### config.mk
export PLATFORM = sky130hd
export DESIGN_NAME = matrix_loader_flat
export DESIGN_NICKNAME = d
export VERILOG_FILES = /design/src/rtl/matrix_loader_pkg.sv /design/src/rtl/matrix_loader_if.sv /design/src/rtl/matrix_pack.sv /design/src/rtl/matrix_loader.sv /design/src/flat_wrapper.sv
export SDC_FILE = /design/constraint.sdc
export NUM_CORES = 1
export LEC_CHECK = 0
export CAP_MARGIN = 20
export CORE_AREA = 2 2 332 334
export CTS_CLUSTER_SIZE = 30
export DETAILED_ROUTE_END_ITERATION = 6
export DIE_AREA = 0 0 334 336
export PLACE_DENSITY = 0.63
export SETUP_SLACK_MARGIN = 0.1
export SLEW_MARGIN = 25
export SYNTH_ARGS = -nofsm -noshare
export SYNTH_HDL_FRONTEND = slang
export SYNTH_SLANG_ARGS = --single-unit
### constraint.sdc
create_clock -name clk -period 3.6 [get_ports clk]
set_input_delay 0.9 -clock clk [delete_from_list [all_inputs] [get_ports clk]]
set_output_delay 0.9 -clock clk [all_outputs]
set_load 0.02 [all_outputs]
### src/rtl/matrix_loader_pkg.sv
// Shared definitions for the matrix loader slice.
//   WORDS       : elements per 4x4 matrix
//   ELEM_W      : element width in bits
//   MAT_W       : packed matrix width (WORDS * ELEM_W)
//   LOAD_READS  : reads issued per operation (A then B)
//   state_t     : loader FSM state encoding
//   mat_word()  : extract element k (row k/4, col k%4) from a packed matrix
package matrix_loader_pkg;

  localparam int WORDS      = 16;
  localparam int ELEM_W     = 16;
  localparam int MAT_W      = WORDS * ELEM_W;
  localparam int LOAD_READS = 2 * WORDS;

  typedef enum logic [2:0] {
    ST_IDLE      = 3'd0,
    ST_LOAD      = 3'd1,
    ST_MULT_REQ  = 3'd2,
    ST_MULT_WAIT = 3'd3,
    ST_STORE     = 3'd4,
    ST_FIN       = 3'd5
  } state_t;

  // Element k lives at bits k*16+15 : k*16.
  function automatic logic [ELEM_W-1:0] mat_word(input logic [MAT_W-1:0] m,
                                                 input logic [3:0]       k);
    return m[k*ELEM_W +: ELEM_W];
  endfunction

endpackage

### src/rtl/matrix_loader_if.sv
// Bundle of every non-clock signal of the matrix loader.
//   control : start, src_a, src_b, dst (in) / busy, done, error (out)
//   memory  : mem_addr, mem_rd, mem_wr, mem_wdata (out) / mem_rdata (in)
//   mult    : m1, m2, mult_en (out) / mult_done, m_out (in)
// Memory strobes: mem_rd in cycle N returns mem_rdata in cycle N+1;
// mem_wr qualifies mem_addr/mem_wdata in the same cycle. There is no
// back-pressure: the memory must accept one access per cycle.
// modport master = loader side, modport slave = environment side.
interface matrix_loader_if #(
  parameter int ADDR_W = 8
);

  logic                               start;
  logic [ADDR_W-1:0]                  src_a;
  logic [ADDR_W-1:0]                  src_b;
  logic [ADDR_W-1:0]                  dst;
  logic [ADDR_W-1:0]                  mem_addr;
  logic                               mem_rd;
  logic [matrix_loader_pkg::ELEM_W-1:0] mem_rdata;
  logic                               mem_wr;
  logic [matrix_loader_pkg::ELEM_W-1:0] mem_wdata;
  logic [matrix_loader_pkg::MAT_W-1:0]  m1;
  logic [matrix_loader_pkg::MAT_W-1:0]  m2;
  logic                               mult_en;
  logic                               mult_done;
  logic [matrix_loader_pkg::MAT_W-1:0]  m_out;
  logic                               busy;
  logic                               done;
  logic                               error;

  modport master (
    input  start, src_a, src_b, dst, mem_rdata, mult_done, m_out,
    output mem_addr, mem_rd, mem_wr, mem_wdata, m1, m2, mult_en,
           busy, done, error
  );

  modport slave (
    output start, src_a, src_b, dst, mem_rdata, mult_done, m_out,
    input  mem_addr, mem_rd, mem_wr, mem_wdata, m1, m2, mult_en,
           busy, done, error
  );

endinterface

### src/rtl/matrix_pack.sv
// Shift-in register assembling 16 elements into one packed matrix.
//   clk      : clock
//   reset    : asynchronous active-low reset, clears the matrix
//   shift_en : accept din this cycle
//   din      : incoming element
//   data     : packed matrix; the first element shifted in ends at bits 15:0
// Holds its value whenever shift_en is low.
module matrix_pack
  import matrix_loader_pkg::*;
(
  input  logic              clk,
  input  logic              reset,
  input  logic              shift_en,
  input  logic [ELEM_W-1:0] din,
  output logic [MAT_W-1:0]  data
);

  // New elements enter at the top and walk down, so after 16 shifts
  // element k sits at bits k*16+15 : k*16.
  always_ff @(posedge clk or negedge reset) begin
    if (!reset) begin
      data <= '0;
    end else if (shift_en) begin
      data <= {din, data[MAT_W-1:ELEM_W]};
    end
  end

endmodule

### src/rtl/matrix_loader.sv
// Load-multiply-store sequencer for a 4x4 16-bit matrix multiplier.
// Reads A (16 words at src_a) and B (16 words at src_b), hands them to an
// external multiplier as m1/m2, waits for mult_done (bounded by TIMEOUT),
// then writes the 16-word product to dst.
//   clk, reset : clock, asynchronous active-low reset
//   bus        : matrix_loader_if.master (control, memory, multiplier)
//   state_dbg  : current FSM state
// Parameters: ADDR_W (word address width), TIMEOUT (MULT_WAIT cycle bound,
// must be >= 1).
module matrix_loader
  import matrix_loader_pkg::*;
#(
  parameter int ADDR_W  = 8,
  parameter int TIMEOUT = 255
) (
  input  logic            clk,
  input  logic            reset,
  matrix_loader_if.master bus,
  output state_t          state_dbg
);

  localparam int WCNT_W = (TIMEOUT > 1) ? $clog2(TIMEOUT) : 1;

  state_t              state_q, state_d;
  logic [5:0]          cnt_q;
  logic [WCNT_W-1:0]   wcnt_q;
  logic [ADDR_W-1:0]   src_a_q, src_b_q, dst_q;
  logic [MAT_W-1:0]    result_q;
  logic                err_q;

  logic                load_last, store_last, wait_timeout;
  logic                shift_a, shift_b;
  logic [MAT_W-1:0]    m1_w, m2_w;

  logic [ADDR_W-1:0]   mem_addr_c;
  logic                mem_rd_c, mem_wr_c, mult_en_c, done_c, error_c;
  logic [ELEM_W-1:0]   mem_wdata_c;

  assign load_last    = (cnt_q == 6'(LOAD_READS));
  assign store_last   = (cnt_q == 6'(WORDS - 1));
  assign wait_timeout = (wcnt_q == WCNT_W'(TIMEOUT - 1));

  // Read data trails its strobe by one cycle, so LOAD count c captures the
  // word requested at count c-1: counts 1..16 feed A, 17..32 feed B.
  assign shift_a = (state_q == ST_LOAD) && (cnt_q != 6'd0) && (cnt_q <= 6'd16);
  assign shift_b = (state_q == ST_LOAD) && (cnt_q >= 6'd17);

  // ---------------------------------------------------------------- FSM
  always_ff @(posedge clk or negedge reset) begin
    if (!reset) begin
      state_q <= ST_IDLE;
    end else begin
      state_q <= state_d;
    end
  end

  always_comb begin
    state_d = state_q;
    unique case (state_q)
      ST_IDLE:      if (bus.start) state_d = ST_LOAD;
      ST_LOAD:      if (load_last) state_d = ST_MULT_REQ;
      ST_MULT_REQ:  state_d = ST_MULT_WAIT;
      ST_MULT_WAIT: begin
        if (bus.mult_done)      state_d = ST_STORE;
        else if (wait_timeout)  state_d = ST_FIN;
      end
      ST_STORE:     if (store_last) state_d = ST_FIN;
      ST_FIN:       state_d = ST_IDLE;
      default:      state_d = ST_IDLE;
    endcase
  end

  // ----------------------------------------------------------- outputs
  always_comb begin
    mem_addr_c  = '0;
    mem_rd_c    = 1'b0;
    mem_wr_c    = 1'b0;
    mem_wdata_c = '0;
    mult_en_c   = 1'b0;
    done_c      = 1'b0;
    error_c     = 1'b0;
    unique case (state_q)
      ST_LOAD: begin
        // Count 32 is the capture-only cycle; reads stop at 31.
        if (!cnt_q[5]) begin
          mem_rd_c   = 1'b1;
          mem_addr_c = (cnt_q[4] ? src_b_q : src_a_q) + ADDR_W'(cnt_q[3:0]);
        end
      end
      ST_MULT_REQ: mult_en_c = 1'b1;
      ST_STORE: begin
        mem_wr_c    = 1'b1;
        mem_addr_c  = dst_q + ADDR_W'(cnt_q[3:0]);
        mem_wdata_c = mat_word(result_q, cnt_q[3:0]);
      end
      ST_FIN: begin
        done_c  = 1'b1;
        error_c = err_q;
      end
      default: ;
    endcase
  end

  assign bus.mem_addr  = mem_addr_c;
  assign bus.mem_rd    = mem_rd_c;
  assign bus.mem_wr    = mem_wr_c;
  assign bus.mem_wdata = mem_wdata_c;
  assign bus.mult_en   = mult_en_c;
  assign bus.done      = done_c;
  assign bus.error     = error_c;
  assign bus.busy      = (state_q != ST_IDLE);
  assign bus.m1        = m1_w;
  assign bus.m2        = m2_w;
  assign state_dbg     = state_q;

  // -------------------------------------------------- datapath registers
  always_ff @(posedge clk or negedge reset) begin
    if (!reset) begin
      cnt_q    <= '0;
      wcnt_q   <= '0;
      src_a_q  <= '0;
      src_b_q  <= '0;
      dst_q    <= '0;
      result_q <= '0;
      err_q    <= 1'b0;
    end else begin
      if (state_q == ST_IDLE && bus.start) begin
        src_a_q <= bus.src_a;
        src_b_q <= bus.src_b;
        dst_q   <= bus.dst;
        err_q   <= 1'b0;
      end

      // One counter serves LOAD and STORE; it restarts on every state change.
      if (state_d != state_q) begin
        cnt_q <= '0;
      end else if (state_q == ST_LOAD || state_q == ST_STORE) begin
        cnt_q <= cnt_q + 6'd1;
      end

      if (state_q == ST_MULT_WAIT && state_d == ST_MULT_WAIT) begin
        wcnt_q <= wcnt_q + WCNT_W'(1);
      end else begin
        wcnt_q <= '0;
      end

      if (state_q == ST_MULT_WAIT && bus.mult_done) begin
        result_q <= bus.m_out;
      end

      if (state_q == ST_MULT_WAIT && !bus.mult_done && wait_timeout) begin
        err_q <= 1'b1;
      end
    end
  end

  matrix_pack u_pack_a (
    .clk      (clk),
    .reset    (reset),
    .shift_en (shift_a),
    .din      (bus.mem_rdata),
    .data     (m1_w)
  );

  matrix_pack u_pack_b (
    .clk      (clk),
    .reset    (reset),
    .shift_en (shift_b),
    .din      (bus.mem_rdata),
    .data     (m2_w)
  );

endmodule

### src/flat_wrapper.sv
// flat-port wrapper written by rule: the top's interface ports become plain ports
module matrix_loader_flat import matrix_loader_pkg::*;
#(
  parameter int ADDR_W  = 8,
  parameter int TIMEOUT = 255
)
  (clk, reset, state_dbg, bus_start, bus_src_a, bus_src_b, bus_dst, bus_mem_rdata, bus_mult_done, bus_m_out, bus_mem_addr, bus_mem_rd, bus_mem_wr, bus_mem_wdata, bus_m1, bus_m2, bus_mult_en, bus_busy, bus_done, bus_error);
  matrix_loader_if #(.ADDR_W(ADDR_W)) bus_i ();
  input  logic clk;
  input  logic reset;
  output state_t state_dbg;
  input wire logic [$bits(bus_i.start)-1:0] bus_start;
  input wire logic [$bits(bus_i.src_a)-1:0] bus_src_a;
  input wire logic [$bits(bus_i.src_b)-1:0] bus_src_b;
  input wire logic [$bits(bus_i.dst)-1:0] bus_dst;
  input wire logic [$bits(bus_i.mem_rdata)-1:0] bus_mem_rdata;
  input wire logic [$bits(bus_i.mult_done)-1:0] bus_mult_done;
  input wire logic [$bits(bus_i.m_out)-1:0] bus_m_out;
  output wire logic [$bits(bus_i.mem_addr)-1:0] bus_mem_addr;
  output wire logic [$bits(bus_i.mem_rd)-1:0] bus_mem_rd;
  output wire logic [$bits(bus_i.mem_wr)-1:0] bus_mem_wr;
  output wire logic [$bits(bus_i.mem_wdata)-1:0] bus_mem_wdata;
  output wire logic [$bits(bus_i.m1)-1:0] bus_m1;
  output wire logic [$bits(bus_i.m2)-1:0] bus_m2;
  output wire logic [$bits(bus_i.mult_en)-1:0] bus_mult_en;
  output wire logic [$bits(bus_i.busy)-1:0] bus_busy;
  output wire logic [$bits(bus_i.done)-1:0] bus_done;
  output wire logic [$bits(bus_i.error)-1:0] bus_error;
  assign bus_i.start = bus_start;
  assign bus_i.src_a = bus_src_a;
  assign bus_i.src_b = bus_src_b;
  assign bus_i.dst = bus_dst;
  assign bus_i.mem_rdata = bus_mem_rdata;
  assign bus_i.mult_done = bus_mult_done;
  assign bus_i.m_out = bus_m_out;
  assign bus_mem_addr = bus_i.mem_addr;
  assign bus_mem_rd = bus_i.mem_rd;
  assign bus_mem_wr = bus_i.mem_wr;
  assign bus_mem_wdata = bus_i.mem_wdata;
  assign bus_m1 = bus_i.m1;
  assign bus_m2 = bus_i.m2;
  assign bus_mult_en = bus_i.mult_en;
  assign bus_busy = bus_i.busy;
  assign bus_done = bus_i.done;
  assign bus_error = bus_i.error;
  matrix_loader #(.ADDR_W(ADDR_W), .TIMEOUT(TIMEOUT)) u_core (.clk(clk), .reset(reset), .bus(bus_i), .state_dbg(state_dbg));
endmodule
==> impl_metrics.json <==
{
  "power_density_nw_per_um2": 1070,
  "dieWidth_um": 334,
  "crit_type": "reg -> out",
  "place_area_um2": 44200,
  "wl_per_cell_um": 23.7,
  "synth_compound_gate_area_share_pct": 1.04,
  "synth-edff-count": 0,
  "yosys_most_used_dff": "dfrtp_1",
  "status": "finished with violations",
  "seqCellArea_um2": 20300,
  "dr.first_iter.drc_count": 925,
  "critPathArrivalTime_ps": 2770,
  "syn_nets": 2302,
  "numPlacedInstances": 4202,
  "antenna_found_initial": 19,
  "async_reset_ff_share_pct": 100,
  "total_power_mw": 51.4,
  "syn_area_um2": 34100,
  "port_buffers": 844,
  "clk_pin_slew_ps": 60,
  "vias": 20500,
  "fin_nets": 3227,
  "fin_crit_sh_pct": 102,
  "nFillCells": 9677,
  "drive_gt1_share_pct": 31.9,
  "core_um2": 108000,
  "violations": "setup timing",
  "drc_errors": 0,
  "cp-startpoint": "u_core.cnt_q[4]",
  "fmax_ghz": 0.273,
  "hold_viol_final": 0,
  "clock-sinks": 810,
  "setup-tns-final_ps": -214,
  "yosysSeqAreaShare_pct": 59.5,
  "hold_class": "in -> async",
  "grt_start_max_net_pins": 97,
  "grt_usage_pct": 18.3,
  "multi_input_area_um2": 13200,
  "yosysUniqueCellTypes": 54,
  "max_cap_viol_count": 0,
  "clk_latency_ps": 660,
  "ys_seq_elements": 810,
  "avgSynthCellArea_um2": 17.1,
  "report.final.slew_viol_count": 0,
  "die-area_um2": 112000,
  "hold_slack_ps": 280,
  "max_slew_margin_pct": 48.0,
  "start_util_pct": 31.4,
  "final_area_um2": 48200,
  "end_kind": "output port",
  "htreeDepth": 3,
  "vias_per_cell": 4.64,
  "root_buffer": "clkbuf_16",
  "cts_buffer_depth": 3,
  "min_period_ps": 3670,
  "final_util_pct": 44.5,
  "r2r_start": "u_core.cnt_q[0]",
  "rsz0062_at_grt": "true",
  "drtPass1Iterations": 4,
  "final_cells": 4415,
  "rows": 121,
  "numCtsBuffers": 90,
  "vdd_drop_max_uv": 654,
  "startpoint_type": "flop",
  "setup_viol": 4,
  "gp_congestion": 0.844,
  "postRouteAntennaNets": 0,
  "finClkSkew_ps": 21.7,
  "cts_tree": "yes",
  "grt_pass1_vias": 21800,
  "place_ws_ps": -28.7,
  "io_pins": 845,
  "yosys_warnings": 0,
  "die_h_um": 336,
  "dp_hpwl_mm": 77.9,
  "timing.final.ws_setup_ps": -68.4,
  "synthAdderAreaFrac_pct": 0.595,
  "worst-path-max-fanout": 5,
  "syn_inst": 1987,
  "grt_pass1_wl_mm": 153,
  "worst_pin_slew_ps": 781,
  "grt.overflow.total": 0,
  "p_leak_nw": 21.8,
  "yosys.area_share.simple_pct": 1.07,
  "synth_top_family_by_area": "multiplexers",
  "synthMuxAreaShare_pct": 34.2,
  "synth_xor_area_share_pct": 0.617,
  "critPathRequiredTime_ps": 2700,
  "area_growth_pct": 41.6,
  "totalWireLength_mm": 104
}
==> kinds of logic (layout without fill, tap and decap cells) <==
kind of cell    count (synthesis)  after routing
mux                           895            895
other cells                     0             17
flops                         810            810
compound gates                 55             55
fa+ha+maj                      15             15
simple gates                   66             66
buf+inv                       122           1119
xor+xnor                       24             24
==> registers in the layout (all words and copies together) (netlist names) <==
name,cells
u_core.cnt_q,6
u_core.dst_q,8
u_core.err_q,1
u_core.result_q,256
u_core.src_a_q,8
u_core.src_b_q,8
u_core.state_dbg,3
u_core.u_pack_a.data,256
u_core.u_pack_b.data,256
u_core.wcnt_q,8
==> cell usage after synthesis (all sizes together), types with 3 or more instances <==
cell / instances / share of area [%]
a22o: 3 / 0.077
nand2b: 3 / 0.055
o21ai: 7 / 0.10
o22ai: 21 / 0.39
buf: 105 / 2.7
nor3b: 5 / 0.14
xnor2: 13 / 0.33
a21o: 3 / 0.066
mux4: 64 / 4.2
nand4: 3 / 0.055
nor2: 21 / 0.23
nand2: 12 / 0.15
and3: 3 / 0.055
nand3: 6 / 0.088
inv: 7 / 0.092
clkbuf: 10 / 0.11
a21oi: 9 / 0.13
mux2: 797 / 29
xor2: 11 / 0.28
dfrtp: 810 / 60
ha: 13 / 0.48
mux2i: 34 / 1.0
==> final timing paths <==
| kind | end | slack (ps) | depth (start not counted) |
|---|---|---|---|
| max | bus_mem_addr[7] | -70 | 9 |
| min | u_core.dst_q[6] | 280 | 1 |
| max reg2reg | u_core.u_pack_a.data[1] | 470 | 12 |
| min reg2reg | u_core.u_pack_b.data[14] | 490 | 1 |
| max in group asynchronous | u_core.u_pack_b.data[74] | 2400 | 2 |
| min in group clk | u_core.u_pack_b.data[14] | 490 | 1 |
==> area by class of cell <==
| type | instances | share of cell area (%) |
|---|---|---|
| Inverter | 7 | 0.0701 |
| Tap cell | 1414 | 3.67 |
| Sequential cell | 810 | 42.1 |
| Clock buffer | 130 | 5.54 |
| Antenna cell | 17 | 0.0882 |
| Clock inverter | 34 | 0.898 |
| Multi-Input combinational cell | 1055 | 27.3 |
| Timing Repair Buffer | 948 | 20.4 |
==> cells in the final DEF (no fill, tap or decap), types with 7 or more instances in the layout <==
master / instances
ha_1: 8
buf_4: 63
o22ai_1: 11
buf_16: 9
o22ai_2: 7
mux2i_1: 18
clkbuf_16: 92
mux4_2: 64
nor2_1: 20
mux2_1: 240
buf_6: 21
nand2_1: 10
dfrtp_1: 807
xor2_1: 11
clkbuf_8: 25
clkbuf_1: 14
clkinv_2: 13
buf_12: 29
xnor2_1: 13
mux2i_4: 10
diode_2: 17
mux2_2: 313
clkdlybuf4s50_1: 818
mux2_4: 244
==> routing by layer <==
layer	track usage (%)	vias to the layer above	part of all wire, %
met3	5.10	125	6.2
met4	5.73	4	2.4
met5	0	-	0.024
met1	23.1	10600	42
li1	-	9096	-
met2	30.5	619	50
==> critical path, cell delays in order (launching register included) <==
cell      delay, ps
dfrtp_1         400
buf_6           150
mux2_4          330
ha_4            230
a211oi_2        230
o21bai_1        120
nor3b_2         170
xnor2_1         130
a22o_1          220
buf_6           130
==> repair_timing <==
item	4_1_cts	5_1_grt
endpoints found under the hold margin	0	0
pin swaps	19	9
gates resized for setup	190	30
cloned	7	1
endpoints found under the setup margin	25	24
hold buffers	0	0
setup buffers	17	9
==> power breakdown <==
group / internal, mW / switching [mW]
sequential: 13.0 / 3.25
clock: 5.63 / 3.89
combinational: 14.1 / 11.5
total: 32.8 / 18.6
No activity file was read; power rests on OpenSTA's default activity.
